File: src/rtl/neuron_mac.sv
// Weighted-sum stage of one neuron: signed MAC of a frame of inputs against a loadable
// weight RAM, plus bias, with a saturated result and a single-cycle valid pulse.
module neuron_mac #(
    parameter int dataWidth      = 16,
    parameter int weightIntWidth = 4,
    parameter int numInputs      = 30,
    parameter int addrWidth      = 5
) (
    input  logic                   clk,
    input  logic                   rst,
    input  logic [dataWidth-1:0]   myinput,
    input  logic                   myinputValid,
    input  logic                   weightValid,
    input  logic [addrWidth-1:0]   weightAddr,
    input  logic [dataWidth-1:0]   weightValue,
    input  logic                   biasValid,
    input  logic [2*dataWidth-1:0] biasValue,
    output logic [2*dataWidth-1:0] out,
    output logic                   outvalid
);

    localparam int AccW = 2 * dataWidth;
    localparam logic [addrWidth-1:0] LastIdx = addrWidth'(numInputs - 1);
    localparam logic signed [AccW-1:0] SatMax = {1'b0, {(AccW-1){1'b1}}};
    localparam logic signed [AccW-1:0] SatMin = {1'b1, {(AccW-1){1'b0}}};

    // weightIntWidth only describes the weight format for the activation stage downstream.
    if (weightIntWidth >= dataWidth || (2 ** addrWidth) < numInputs) begin : g_param_check
        $error("neuron_mac: inconsistent parameters");
    end

    function automatic logic signed [AccW-1:0] sat_add(input logic signed [AccW-1:0] a,
                                                       input logic signed [AccW-1:0] b);
        logic signed [AccW-1:0] s;
        s = a + b;
        if (!a[AccW-1] && !b[AccW-1] && s[AccW-1]) return SatMax;
        if (a[AccW-1] && b[AccW-1] && !s[AccW-1]) return SatMin;
        return s;
    endfunction

    logic signed [dataWidth-1:0] wram [2**addrWidth];
    logic signed [dataWidth-1:0] x_q, w_q;

    logic [addrWidth-1:0]   cnt_q, cnt_d;
    logic                   v0_q, v0_d, last0_q, last0_d;
    logic                   v1_q, v1_d, last1_q, last1_d;
    logic                   fin_q, fin_d, pend_q, pend_d;
    logic signed [AccW-1:0] prod_q, prod_d, sum_q, sum_d, res_q, res_d;
    logic signed [AccW-1:0] bias_q, bias_d, out_q, out_d;
    logic                   outvalid_q, outvalid_d;
    logic                   is_last;

    // Weight RAM and operand registers carry no reset; RAM contents survive rst.
    always_ff @(posedge clk) begin
        if (weightValid) wram[weightAddr] <= $signed(weightValue);
        if (myinputValid) begin
            x_q <= $signed(myinput);
            w_q <= wram[cnt_q];
        end
    end

    assign is_last = (cnt_q == LastIdx);

    always_comb begin
        cnt_d      = cnt_q;
        v0_d       = myinputValid;
        last0_d    = myinputValid && is_last;
        v1_d       = v0_q;
        last1_d    = last0_q;
        prod_d     = prod_q;
        fin_d      = v1_q && last1_q;
        sum_d      = sum_q;
        res_d      = res_q;
        pend_d     = fin_q;
        bias_d     = biasValid ? $signed(biasValue) : bias_q;
        out_d      = pend_q ? res_q : out_q;
        outvalid_d = pend_q;

        if (myinputValid) cnt_d = is_last ? '0 : cnt_q + 1'b1;
        if (v0_q) prod_d = x_q * w_q;

        // Bias edge: finish this frame and seed the next one with any product already in flight.
        if (fin_q) begin
            res_d = sat_add(sum_q, bias_q);
            sum_d = v1_q ? prod_q : '0;
        end else if (v1_q) begin
            sum_d = sat_add(sum_q, prod_q);
        end
    end

    always_ff @(posedge clk or posedge rst) begin
        if (rst) begin
            cnt_q      <= '0;
            v0_q       <= 1'b0;
            last0_q    <= 1'b0;
            v1_q       <= 1'b0;
            last1_q    <= 1'b0;
            prod_q     <= '0;
            fin_q      <= 1'b0;
            sum_q      <= '0;
            res_q      <= '0;
            pend_q     <= 1'b0;
            bias_q     <= '0;
            out_q      <= '0;
            outvalid_q <= 1'b0;
        end else begin
            cnt_q      <= cnt_d;
            v0_q       <= v0_d;
            last0_q    <= last0_d;
            v1_q       <= v1_d;
            last1_q    <= last1_d;
            prod_q     <= prod_d;
            fin_q      <= fin_d;
            sum_q      <= sum_d;
            res_q      <= res_d;
            pend_q     <= pend_d;
            bias_q     <= bias_d;
            out_q      <= out_d;
            outvalid_q <= outvalid_d;
        end
    end

    assign out      = out_q;
    assign outvalid = outvalid_q;

endmodule

File: config.mk
export PLATFORM = sky130hd
export DESIGN_NAME = neuron_mac
export DESIGN_NICKNAME = d
export VERILOG_FILES = /design/src/rtl/neuron_mac.sv
export SDC_FILE = /design/constraint.sdc
export NUM_CORES = 2
export LEC_CHECK = 0
export CAP_MARGIN = 20
export CORE_MARGIN = 1.5
export CORE_UTILIZATION = 60
export CTS_CLUSTER_SIZE = 14
export DETAILED_ROUTE_END_ITERATION = 8
export PLACE_DENSITY = 0.78
export SLEW_MARGIN = 20
export SYNTH_ARGS = -nofsm -noshare
export SYNTH_HDL_FRONTEND = slang
export SYNTH_SLANG_ARGS = --single-unit
File: constraint.sdc
create_clock -name clk -period 11.8 [get_ports clk]
set_clock_uncertainty 0.2 [all_clocks]
set_input_delay 1.77 -clock clk [delete_from_list [all_inputs] [get_ports clk]]
set_output_delay 1.77 -clock clk [all_outputs]
set_load 0.02 [all_outputs]
Word level (Yosys, flattened, before mapping)
Memories as Yosys holds them, arrays and structs flattened. A register that Yosys moved wholly into a read port is not among the register bits.
Index checks and enable logic that the tools add are counted.
{ "op_classes": {"addsub": 3, "mul": 1, "eq_ne": 1, "n_mux": 26, "n_reduce_logical": 16} }
{ "op_table": {"columns": ["operator", "n"], "rows": [
  ["$mux W32", 11],
  ["$add A32 B32 Y32", 2],
  ["$mul A16 B16 Y32", 1],
  ["$mux W1", 14],
  ["$logic_and A1 B1 Y1", 10],
  ["$add A5 B1 Y5 const B", 1],
  ["$eq A5 B5 Y1 const B", 1],
  ["$logic_not A1 Y1", 5],
  ["$mux W5", 1],
  ["$reduce_bool A2 Y1", 1]
]} }
{ "word_totals": {"register_bits": 188, "ram_bits": 512, "inputBits": 74, "output_inout_bits": 33, "wordCells": 62, "mem_count": 1} }
{ "memory_table": {"columns": ["name", "words", "word_bits", "read_ports", "rd_clocked_by_memory_dff", "write_ports", "line", "text"], "rows": [
  ["wram", 32, 16, 1, 1, 1, "41", "logic signed [dataWidth-1:0] wram [2**addrWidth];"]
]} }

Longest topological paths before layout
{ "logic_depth": {"word_depth": 13, "mapped_depth": 26, "ltp_nobuf": 25} }

Least setup slack after synthesis
OpenSTA, ideal clock, no wires.
{ "synth_timing": {"path_type": "reg2reg", "start": "reg x_q[11]", "end": "reg prod_q[30]", "setup_time_ns": 0.125, "t_arrival_ns": 6.022, "required_time_ns": 11.475, "setup_slack_ns": 5.453, "stages_incl_launch_ff": 23, "path_buffers": 1, "period_less_slack_ns": 6.347, "cell_sequence": "edfxtp_1 > clkbuf_1 > nand2_1 > fa_1 > fa_1 > fa_1 > inv_1 > fa_1 > fa_1 > inv_1 > fa_1 > inv_1 > ha_1 > or3_1 > a31o_1 > a21oi_1 > a21oi_1 > nand3_2 > o21ai_2 > o41ai_2 > o311ai_1 > xor2_1 > mux2_2"} }
{ "synth_via": {"elab_chain_len": 1} }
{ "synth_rtl": {"columns": ["item", "line", "text"], "rows": [
  ["start, declared", "42", "logic signed [dataWidth-1:0] x_q, w_q;"],
  ["start signal, assigned", "57", "x_q <= $signed(myinput);"],
  ["$mul A16 B16 Y32", "80", "if (v0_q) prod_d = x_q * w_q;"],
  ["end signal, assigned", "112", "prod_q <= prod_d;"],
  ["end, declared", "48", "logic signed [AccW-1:0] prod_q, prod_d, sum_q, sum_d, res_q, res_d;"]
]} }
No other way between the ends.
A chain may end at the register's enable or synchronous reset.

Worst setup path in the final report
{ "layout_timing": {"start": "reg w_q[7] (read register of wram)", "end": "reg prod_q[28]"} }
{ "layout_via": {"elab_chain_len": 1} }
{ "layout_rtl": {"columns": ["item", "line"], "rows": [
  ["start, declared", "42"],
  ["$mul A16 B16 Y32", "80"]
]} }
No other way between the ends.

==> flow_summary.toml <==
[run_status]
status = "complete, but fails checks"
violations = "DRC"

[die]
die_area_mm2 = 0.0683
io_pins = 107
initial_utilization = 0.607
fp-row-count = 94
die_h_um = 261
core_mm2 = 0.0660
die_w_um = 261

[synthesis]
ys_dominant_reg_cell = "edfxtp_1"
yosysWarnings = 0
yosysSeqAreaShare = 0.515
syn-cell-area_mm2 = 0.0401
yosysUniqueCellTypes = 70
synth.avg_cell_area_um2 = 13.9
syn_nets = 3379
ys_ff_latch = 716
synthCells = 2889
async_flop_share = 0.240
synth-edff-count = 544

[placed_design]
portBuffers = 106
dp_hpwl_mm = 60.2
place.gp.congestion = 0.900
dpl_worst_slack_ns = 4.87

[worst_setup_path]
r2r_start = "w_q[7]"
r2r_end = "prod_q[28]"
crit_slowest_cell = "edfxtp_1"
path_common_cell = "fa_1"
path_class = "reg2reg"
path_cells = "nand2_1, fa_1, inv_1, fa_1, inv_1, fa_1, inv_1, fa_1, fa_1, inv_1, fa_1, inv_1, ha_1, a222oi_1, nor4b_2, nor2b_1, o21ai_1, nand3_2, o21ai_2, o41ai_2, o21ai_0, xor2_1, mux2_2"
critical_path.max_stage_delay_ns = 0.78
ff2ff_path_depth = 23
worstPathRequired_ns = 12.09
cp_num_buf_inv = 5
rrSetupSlack_ns = 4.84
path_delay_family = "adder cells"
crit_arrival_ns = 7.26
cp_max_fo = 16
end_kind = "flop"
worstSetupStartpointType = "flop"

[drt]
drt-total-wl_mm = 94.1
viasPerCell = 6.11
wl_per_cell_um = 24.0
antenna_left = 0
first_pass_iters = 7
drt_drc_violations_left = 12
drt-initial-drc-count = 1885
via_count = 23978

[global_routing]
grtUsageTotal = 0.286
grt_max_degree = 104
grt_first_pass_wirelength_mm = 146
antenna_found_initial = 7
grt_pass1_vias = 25966
grt-ovfl-total = 0

[clock_network]
post_cts_resized = 0
cts_tree = "done"
h-tree-depth = 3
root_buffer = "clkbuf_16"
postCtsSetupBuffers = 0
cts_buffer_depth = 3
cts_hold_buf = 0
numCtsBuffers = 73
insertion_delay_ns = 0.64
cts.sinks = 716
path_clk_slew_ns = 0.06

[final_layout]
drive_gt1_frac = 0.146
syn2layout_area_growth_pct = 11.2
nNetsFinal = 3493

[sta]
slew_headroom = 0.252
setup_ws_ns = 4.84
fmax_mhz = 144
hold_viol = 0
period_share = 0.590
maxSlewViolCount = 0
rsz0062_at_grt = "false"
finalHoldWorstSlack_ns = 0.149
setup_viol = 0
worst_pin_slew_ns = 1.12
tns_ns = 0
period_minus_slack_ns = 6.96

[min_path]
hp-start = "last0_q"
hold_class = "reg2reg"
hold_depth = 0
min_to = "last1_q"

[job]
drv_cap = 0
-- cells in the final DEF (no fill, tap or decap), drive strengths merged, types with 62 or more instances in the layout --
master	count
edfxtp	544
inv	345
fa	266
nand2	237
dfrtp	172
mux4	160
ha	150
a21oi	142
nor2	136
and2	125
mux2	101
clkbuf	96
clkdlybuf4s50	95
o21ai	90
xnor2	62
-- sequential cells by signal, summed over array words and instances (netlist names) --
name and cells:
wram 512, bias_q 32, out 32, prod_q 32, res_q 32, sum_q 32
w_q 16, x_q 16, cnt_q 5, fin_q 1, last0_q 1, last1_q 1
outvalid 1, outvalid_d 1, v0_q 1, v1_q 1
-- Yosys cell counts (3+ instances only) --
cell	n	area [um2]
a21o_1	29	218
mux4_2	160	3600
and2_1	125	782
o31ai_1	3	22.5
a21oi_1	141	706
nor2_1	136	510
o21ai_1	5	25.0
or3_1	7	43.8
inv_1	344	1290
fa_1	266	5330
dfrtp_1	172	4300
buf_2	5	25.0
mux2i_1	5	50.1
and3_1	8	50.1
mux2_2	101	1140
xor2_1	24	210
a21boi_0	5	37.5
ha_1	150	1880
a211oi_1	7	52.6
o221ai_1	3	26.3
a221o_1	3	30.0
clkbuf_1	91	342
o21ai_0	82	410
nand4_1	8	50.1
xnor2_1	62	543
or3b_2	4	35.0
buf_1	18	67.6
edfxtp_1	544	16300
nand2_1	237	890
o21bai_1	9	67.6
nand3b_1	5	37.5
nand2b_1	17	106
o21ai_2	3	26.3
nand3_1	18	90.1
nor3_1	9	45.0
nor2b_1	10	62.6
o21a_1	16	120
a31oi_1	13	81.3
o211ai_1	6	45.0
-- metrics by stage --
step	area [um2]	util	std cells
2_1_floorplan	40100	-	2889
3_3_place_gp	42100	0.639	3790
3_5_place_dp	42100	0.639	3790
4_1_cts	44600	0.675	3920
5_1_grt	44600	0.675	3922
6_report	44600	0.675	3923
-- worst reg2reg max path, cell delays in order, from the launching register on --
cell and delay [ns]:
edfxtp_1 0.78, nand2_1 0.18, fa_1 0.57, inv_1 0.05, fa_1 0.50, inv_1 0.06
fa_1 0.53, inv_1 0.05, fa_1 0.38, fa_1 0.55, inv_1 0.06, fa_1 0.48
inv_1 0.04, ha_1 0.33, a222oi_1 0.25, nor4b_2 0.31, nor2b_1 0.21, o21ai_1 0.12
nand3_2 0.15, o21ai_2 0.09, o41ai_2 0.34, o21ai_0 0.19, xor2_1 0.16, mux2_2 0.27
-- worst max-delay path by stage --
stage | depth (start not counted) | end | from | slack (ns)
after floorplan | 1 | bias_q[0] | rst | 5.17
after global placement | 22 | prod_q[30] | x_q[8] | 5.10
after detailed placement | 23 | prod_q[28] | w_q[7] | 4.87
after CTS | 23 | prod_q[28] | w_q[7] | 4.83
after global routing | 23 | prod_q[28] | w_q[7] | 4.40
final | 23 | prod_q[28] | w_q[7] | 4.84
-- routing by layer --
layer  global-route usage  wire [um]
met1                0.343      34000
met2                0.511      50200
met3               0.0407       5250
met4                0.137       4580
met5                    0         68
-- final cells by class --
type | count | area (um2)
well taps | 864 | 1080
flip-flops and latches | 716 | 20700
clock buffers | 96 | 2010
diodes | 1 | 2.50
repair buffers | 153 | 1390
inverters | 345 | 1300
fillers | 4408 | 21400
multi-input cells | 1714 | 17700
clock inverters | 34 | 420
-- cell families after synthesis --
kind of cell,share of synthesized area
flops,0.515
simple gates,0.0701
buf+inv,0.0432
fa+ha+maj,0.180
compound gates,0.0536
mux,0.120
xor+xnor,0.0188
Power is left out: the tool's default activity adds up to more than one toggle a clock period on the data nets, which glitch-free logic cannot reach.
